### config.mk
export PLATFORM = sky130hd
export DESIGN_NAME = button_pulser
export DESIGN_NICKNAME = d
export VERILOG_FILES = /design/src/rtl/button_pulser_pkg.sv /design/src/rtl/button_debounce.sv /design/src/rtl/button_pulser.sv
export SDC_FILE = /design/constraint.sdc
export NUM_CORES = 1
export LEC_CHECK = 0
export BUFFER_PORTS_ARGS = -buffer_cell sky130_fd_sc_hd__clkbuf_2
export CAP_MARGIN = 40
export CORE_MARGIN = 4
export CORE_UTILIZATION = 67
export DETAILED_ROUTE_END_ITERATION = 10
export GPL_TIMING_DRIVEN = 0
export PLACE_DENSITY = 0.9
export SYNTH_ARGS = -nofsm -noshare
export SYNTH_HDL_FRONTEND = slang
export SYNTH_HIERARCHICAL = 1
export SYNTH_SLANG_ARGS = --single-unit
### constraint.sdc
create_clock -name clk -period 4.9 [get_ports clk]
set_clock_uncertainty 0.15 [all_clocks]
set_input_delay 0.735 -clock clk [delete_from_list [all_inputs] [get_ports clk]]
set_output_delay 0.735 -clock clk [all_outputs]
set_load 0.01 [all_outputs]
### src/rtl/button_pulser_pkg.sv
// Shared definitions for the button pulser: per-channel FSM state encoding
// and the sizing rule for the per-channel timer.
// Latency: n/a (package). Backpressure: n/a.
package button_pulser_pkg;

  typedef enum logic [2:0] {
    ST_IDLE         = 3'd0,
    ST_PRESS_WAIT   = 3'd1,
    ST_HELD         = 3'd2,
    ST_REPEAT       = 3'd3,
    ST_RELEASE_WAIT = 3'd4
  } btn_state_t;

  // Timer must be able to hold the largest threshold it is compared against.
  function automatic int timer_width(input int unsigned a,
                                     input int unsigned b,
                                     input int unsigned c);
    int unsigned m;
    m = a;
    if (b > m) m = b;
    if (c > m) m = c;
    return (m < 2) ? 1 : $clog2(m + 1);
  endfunction

endpackage

### src/rtl/button_debounce.sv
// One button channel: 2-flop synchronizer, debounce FSM, optional hold-to-repeat.
// Latency: press pulse/level rise DEBOUNCE_CYCLES+2 edges after the raw change.
// Backpressure: none; pulses are single-cycle and never queued.
// Ports: clk, resetn (sync, active-low), btn_in (raw async), pulse, level.
module button_debounce
  import button_pulser_pkg::*;
#(
  parameter logic [15:0] DEBOUNCE_CYCLES = 16'd50000,
  parameter bit          REPEAT_EN       = 1'b1,
  parameter logic [23:0] REPEAT_DELAY    = 24'd5000000,
  parameter logic [23:0] REPEAT_PERIOD   = 24'd2500000
) (
  input  logic clk,
  input  logic resetn,
  input  logic btn_in,
  output logic pulse,
  output logic level
);

  localparam int TW = timer_width(32'(DEBOUNCE_CYCLES), 32'(REPEAT_DELAY),
                                  32'(REPEAT_PERIOD));
  localparam logic [TW-1:0] DB_T  = TW'(DEBOUNCE_CYCLES);
  localparam logic [TW-1:0] RD_T  = TW'(REPEAT_DELAY);
  localparam logic [TW-1:0] RP_T  = TW'(REPEAT_PERIOD);
  localparam logic [TW-1:0] T_ONE = TW'(1);

  logic          sync_meta;
  logic          sync_in;
  btn_state_t    state, state_nxt;
  logic [TW-1:0] timer, timer_nxt, timer_inc;
  logic          pulse_nxt, level_nxt;

  // Saturating increment: a long hold on the mode channel must not wrap.
  assign timer_inc = (timer == {TW{1'b1}}) ? timer : timer + T_ONE;

  always_ff @(posedge clk) begin
    if (!resetn) begin
      sync_meta <= 1'b0;
      sync_in   <= 1'b0;
      state     <= ST_IDLE;
      timer     <= '0;
      pulse     <= 1'b0;
      level     <= 1'b0;
    end else begin
      sync_meta <= btn_in;
      sync_in   <= sync_meta;
      state     <= state_nxt;
      timer     <= timer_nxt;
      pulse     <= pulse_nxt;
      level     <= level_nxt;
    end
  end

  // Every accepted transition reloads the timer with 1 so that each
  // threshold measures cycles from the edge where that transition happened.
  always_comb begin
    state_nxt = state;
    timer_nxt = timer_inc;
    pulse_nxt = 1'b0;
    level_nxt = level;
    case (state)
      ST_IDLE: begin
        timer_nxt = '0;
        if (sync_in) begin
          state_nxt = ST_PRESS_WAIT;
          timer_nxt = T_ONE;
        end
      end
      ST_PRESS_WAIT: begin
        if (!sync_in) begin
          state_nxt = ST_IDLE;
          timer_nxt = '0;
        end else if (timer >= DB_T) begin
          state_nxt = ST_HELD;
          timer_nxt = T_ONE;
          pulse_nxt = 1'b1;
          level_nxt = 1'b1;
        end
      end
      ST_HELD: begin
        if (!sync_in) begin
          state_nxt = ST_RELEASE_WAIT;
          timer_nxt = T_ONE;
        end else if (REPEAT_EN && (timer >= RD_T)) begin
          state_nxt = ST_REPEAT;
          timer_nxt = T_ONE;
          pulse_nxt = 1'b1;
        end
      end
      ST_REPEAT: begin
        if (!sync_in) begin
          state_nxt = ST_RELEASE_WAIT;
          timer_nxt = T_ONE;
        end else if (timer >= RP_T) begin
          timer_nxt = T_ONE;
          pulse_nxt = 1'b1;
        end
      end
      ST_RELEASE_WAIT: begin
        if (sync_in) begin
          // Release bounce rejected: back to HELD with the repeat delay restarted.
          state_nxt = ST_HELD;
          timer_nxt = T_ONE;
        end else if (timer >= DB_T) begin
          state_nxt = ST_IDLE;
          timer_nxt = '0;
          level_nxt = 1'b0;
        end
      end
      default: begin
        state_nxt = ST_IDLE;
        timer_nxt = '0;
        level_nxt = 1'b0;
      end
    endcase
  end

endmodule

### src/rtl/button_pulser.sv
// Conditions the mode and count push-buttons into single-cycle pulses plus levels.
// Latency: press pulse DEBOUNCE_CYCLES+2 cycles after the raw edge; count repeats after.
// Backpressure: none; consumer must take each pulse in the cycle it is asserted.
// Ports: clk, resetn, btn_mode_in/btn_count_in (raw), mode_switch/ext_counter
// (pulses), btn_mode_level/btn_count_level (debounced levels).
module button_pulser
  import button_pulser_pkg::*;
#(
  parameter logic [15:0] DEBOUNCE_CYCLES = 16'd50000,
  parameter logic [23:0] REPEAT_DELAY    = 24'd5000000,
  parameter logic [23:0] REPEAT_PERIOD   = 24'd2500000
) (
  input  logic clk,
  input  logic resetn,
  input  logic btn_mode_in,
  input  logic btn_count_in,
  output logic mode_switch,
  output logic ext_counter,
  output logic btn_mode_level,
  output logic btn_count_level
);

  // Mode button toggles a setting, so holding it must not auto-repeat.
  button_debounce #(
    .DEBOUNCE_CYCLES (DEBOUNCE_CYCLES),
    .REPEAT_EN       (1'b0),
    .REPEAT_DELAY    (REPEAT_DELAY),
    .REPEAT_PERIOD   (REPEAT_PERIOD)
  ) u_mode (
    .clk    (clk),
    .resetn (resetn),
    .btn_in (btn_mode_in),
    .pulse  (mode_switch),
    .level  (btn_mode_level)
  );

  button_debounce #(
    .DEBOUNCE_CYCLES (DEBOUNCE_CYCLES),
    .REPEAT_EN       (1'b1),
    .REPEAT_DELAY    (REPEAT_DELAY),
    .REPEAT_PERIOD   (REPEAT_PERIOD)
  ) u_count (
    .clk    (clk),
    .resetn (resetn),
    .btn_in (btn_count_in),
    .pulse  (ext_counter),
    .level  (btn_count_level)
  );

endmodule

# [Word-level counts from Yosys, hierarchy flattened]
# Cells that the tools add are included.
[op_classes] addsub=2 magnitude_cmp=5 eq_ne=27 n_mux=59 bitwise=2 reduce_logical=9
[op_table] op="2-to-1 mux 23 bit" n=17
[op_table] op="one-hot mux 23 bit (5 select lines)" n=2
[op_table] op="adder 23 x 1 -> 23 bit (second input constant)" n=2
[op_table] op="== test 23 bit (second input constant)" n=2
[op_table] op="greater-or-equal comparator 23 x 16 -> 1 bit (second input constant)" n=2
[op_table] op="greater-or-equal comparator 23 x 22 -> 1 bit (second input constant)" n=2
[op_table] op="2-to-1 mux 3 bit" n=14
[op_table] op="greater-or-equal comparator 23 bit (second input constant)" n=1
[op_table] op="2-to-1 mux 1 bit" n=20
[op_table] op="inequality test 2 x 1 -> 1 bit (second input constant)" n=8
[op_table] op="one-hot mux 3 bit (5 select lines)" n=1
[op_table] op="AND reduction 5 bit" n=3
[op_table] op="== test 3 x 2 -> 1 bit (second input constant)" n=4
[op_table] op="one-hot mux 3 bit (4 select lines)" n=1
[op_table] op="inequality test 3 bit (second input constant)" n=3
[op_table] op="one-hot mux 1 bit (3 select lines)" n=3
[op_table] op="inequality test 2 bit (second input constant)" n=4
[op_table] op="== test 3 x 1 -> 1 bit (second input constant)" n=2
[op_table] op="== test 3 bit (second input constant)" n=2
[op_table] op="logical NOT 3 bit" n=2
[op_table] op="inequality test 3 x 1 -> 1 bit (second input constant)" n=2
[op_table] op="OR reduction 3 bit" n=2
[op_table] op="AND reduction 4 bit" n=1
[op_table] op="inverter 1 bit" n=2
[op_table] op="2 further kinds" n=2
[totals] register_bits=60 elab_cells=116

# [Depth between registers and ports, before layout]
[depth] word_depth=5 ltp_mapped=8 mapped_depth_nobuf=7

# [Modules after synthesis]
# Netlist, hierarchy kept.
[by_module_without_submodules] mod="button_debounce at u_count" instances=1 cells_each=210 area_each_um2=1767.9 seq_area_each_um2=600.6
[by_module_without_submodules] mod="button_debounce at u_mode" instances=1 cells_each=196 area_each_um2=1605.3 seq_area_each_um2=600.6

# [Worst setup path before layout]
# Ideal clock, no wire load.
[synth_timing] kind="reg2reg" from="register u_count.timer[3]" to="register u_count.timer[0]" setup_time_ns=0.127 arrival_time_ns=1.886 slack_ns=2.737 stages_incl_launch_ff=9 n_path_buf=2 synth_period_minus_slack_ns=2.163 path_cell_list="dfxtp_1 > and4_1 > buf_6 > nor4b_4 > buf_6 > nand3_4 > nor4b_4 > o31a_1 > or3_1"
[synth_via] elab_chain_cells=5 word_cells_on_any_way=14 classes_between="order compare (3); eq/ne (1); mux (10)"
[synth_lines] item="start: declaration" line="button_debounce.sv:30" text="logic [TW-1:0] timer, timer_nxt, timer_inc;"
[synth_lines] item="start signal: assignment" line="button_debounce.sv:48" text="timer <= timer_nxt;"
[synth_lines] item="parallel branches: the longest is 4 deep, another holds greater-or-equal comparator 23 x 16 -> 1 bit"
[synth_lines] item="one-hot mux 23 bit (5 select lines) (*)" line="button_debounce.sv:61" text="case (state)"
# Every way passes the cells marked *.
# A chain may end at the register's enable or synchronous reset.

# [Final worst setup path]
[layout_timing] from="register u_count.timer[4]" to="register u_count.timer[0]"
# The elaborated chain is that of the path after synthesis.

==> impl_metrics.ini <==
[status]
status = complete, no violations

[worst_setup_path]
timing.rr.end = u_count/timer[0]
cp.required_ns = 4.97
critPathLaunchType = register
crit_slowest_cell = dfxtp_1
r2r-start = u_count/timer[4]
path_cells = and4_1 > buf_6 > nor4b_4 > buf_6 > nand3_4 > nor4b_4 > o31a_1 > or3_1
path_buf_inv = 2
ff2ff_path_depth = 8
ff2ff_setup_slack_ns = 2.51
path_delay_family = simple AND/OR/NAND/NOR gates
cp.arrival_ns = 2.45
cp_slowest_stage_delay_ns = 0.42
crit_fanout = 10
path_class = register to register
worst_setup_path_end_kind = register

[finish]
final_nets = 432
area_growth_pct = 10.09
n_antenna_cell = 0
drive_above_1_share_pct = 13.05
post-route-util_pct = 77.59
final_cells = 496
mostFrequentLayoutCell = nor2_1
final_cell_mix = nor2_1, dfxtp_1, nand2_1

[routing]
drtPass1Iterations = 5
drtIter0Drc = 301
vias_per_cell = 6.075
dr_total_vias = 3013
avgRoutedWirePerCell_um = 14.80
drc_errors = 0
routed_wl_um = 7343
ant_nets = 0

[synthesis]
syn_area_mm2 = 0.003373
synth_cell_type_count = 65
postSynthCellCount = 406
synthAdderAreaFrac_pct = 1.484
avgSynthCellArea_um2 = 8.308
synth.area.top_cells = dfxtp_1, nor2_1, xnor2_1
synth_top_family_by_area = simple AND/OR/NAND/NOR gates
synth_edf_count = 0
synthMuxAreaShare_pct = 0.5935
synth_top_area_cell = dfxtp_1
synth_simple_gate_area_share_pct = 32.86
async_flop_share_pct = 0
synth_ff_type = dfxtp_1
ys_seq_elements = 60
synth_compound_area_share_pct = 15.69
seq_area_frac_synth_pct = 35.61
synthXorXnorAreaFrac_pct = 9.347
ys_warn_count = 6
synth.net_count = 414
synth_top_cell_area_share_pct = 35.61

[hold_path]
hold_end = u_mode/sync_in
min_from = u_mode/sync_meta
min_path_cells = 1
min_path_type = register to register

[die]
start_util_pct = 70.48
die_x_um = 78.96
rows = 25
coreArea_mm2 = 0.004786
fp.dieH_um = 78.96
die-area_mm2 = 0.006234
io_pins = 8

[clock_tree]
hold_buffers = 0
ctsHtreeMaxLevel = 3
cts_root_buf = clkbuf_8
clock-sinks = 60
cts_tree = built
clock_latency_ns = 0.34
cts.path.max_buffers = 2
postCtsResizedCells = 0
cts_setup_buffers = 0
cts_inserted_buffers = 9
clk_pin_slew_ns = 0.07

[power]
p_leak_nw = 1.227
ir_drop_mv = 0.2077
pwr-share-comb_pct = 1.5
pwr-share-seq_pct = 49.9
intPower_w = 0.0007853
switching_power_w = 0.0001999
switching_share_pct = 20.29
pwr-share-clk_pct = 48.5
power.density_mw_per_mm2 = 265.3

[timing]
worst_pin_slew_ns = 0.6423
finalCritPeriodShare_pct = 48.69
hold_viol = 0
fmax_ghz = 0.4192
setup_viol = 0
rsz0062_at_grt = false
holdWs_ns = 0.2898
slew_headroom_pct = 57.18
drv_slew = 0
final.setup.tns_ns = 0
min_period_ns = 2.386

[global_route]
grt_max_degree = 11
grt-ovfl-total = 0
track_usage_pct = 26.26
grt_pass1_vias = 2917
grt_pass1_wl_um = 13210
antenna_found_initial = 0

[place]
globalplace.congestion = 0.9346
place_hpwl_um = 4928
placed_cells = 480
port_buffers = 7

[flow_run]
maxCapViolations = 0
## cells by family (layout without fill, tap and decap cells)
group,Yosys count,after routing
AOI/OAI and AO/OA,72,72
muxes,2,2
buffers and inverters,32,55
DFF,60,60
xor gates and xnor gates,36,36
adders and majority gates,4,4
and+or+nand+nor,200,200
## Yosys cell counts (2+ instances only)
cell type	instances
a211o_1	3
a211oi_1	4
a21oi_1	15
a31oi_1	5
a41oi_1	3
and2_1	6
and3_1	4
and4_1	7
buf_2	11
buf_6	2
clkbuf_1	8
dfxtp_1	60
ha_1	4
inv_1	11
mux2i_1	2
nand2_1	28
nand2b_1	4
nand3_1	21
nand3b_1	3
nand4_1	11
nor2_1	73
nor2b_1	4
nor3_1	10
nor3_2	2
nor3b_1	2
nor4_1	4
nor4_2	3
nor4b_1	3
nor4b_4	2
o211a_1	3
o211ai_1	7
o21ai_0	10
o21ai_1	3
o31a_1	2
or3_1	2
xnor2_1	18
xor2_1	18
## routing by layer
metal	GRT usage (%)	routed length, um	vias to the layer above	part of all wire (%)
met2	45.08	3652	95	50
met5	0	0	-	0
li1	-	-	1482	-
met4	13.75	150	0	2.0
met3	4.422	338	18	4.6
met1	31.43	3202	1418	44
## flip-flops by register name (all words and copies together) (netlist names)
signal / flops
u_count/sync_in: 1
u_mode/sync_meta: 1
u_mode/timer: 23
u_mode/level: 1
u_count/timer: 23
u_count/sync_meta: 1
u_count/pulse: 1
u_mode/pulse: 1
u_count/state: 3
u_mode/sync_in: 1
u_mode/state: 3
u_count/level: 1
## power groups by stage
stage	logic (W)	clock network [W]	registers, W
6_report	0.0000150	0.000478	0.000492
5_1_grt	0.0000170	0.000511	0.000492
4_1_cts	0.0000148	0.000490	0.000492
3_5_place_dp	0.0000146	0	0.000503
3_3_place_gp	0.0000139	0	0.000503
2_1_floorplan	0.00000990	0	0.000502
## worst max path at each step
stage	depth (start not counted)	from	slack, ns	endpoint
2_1_floorplan	8	u_count/timer[3]	2.74	u_count/timer[0]
3_3_place_gp	7	u_count/timer[16]	2.59	u_count/timer[20]
3_5_place_dp	8	u_count/timer[4]	2.55	u_count/timer[0]
4_1_cts	8	u_count/timer[4]	2.52	u_count/timer[0]
5_1_grt	7	u_count/timer[15]	2.26	u_count/timer[1]
6_report	8	u_count/timer[4]	2.51	u_count/timer[0]
## final cells by class
class                      instances  area [um^2]
buffer                            21        107.6
clock buffer                      13        178.9
clock inverter                     3        42.54
fill                             340         1072
inverter                          11        41.29
multi-input combinational        314         2023
sequential                        60         1201
tap                               67        83.83
timing repair buffer               7        35.03
## through the flow
step / worst slack (ns) / cell area, um^2 / power, W
after floorplan: 2.737 / 3373 / 0.0005124
after global placement: 2.590 / 3492 / 0.0005167
after detailed placement: 2.546 / 3492 / 0.0005176
after CTS: 2.520 / 3714 / 0.0009971
after global routing: 2.265 / 3714 / 0.001020
final: 2.514 / 3714 / 0.0009852
Power figures use the tool's default switching activity.
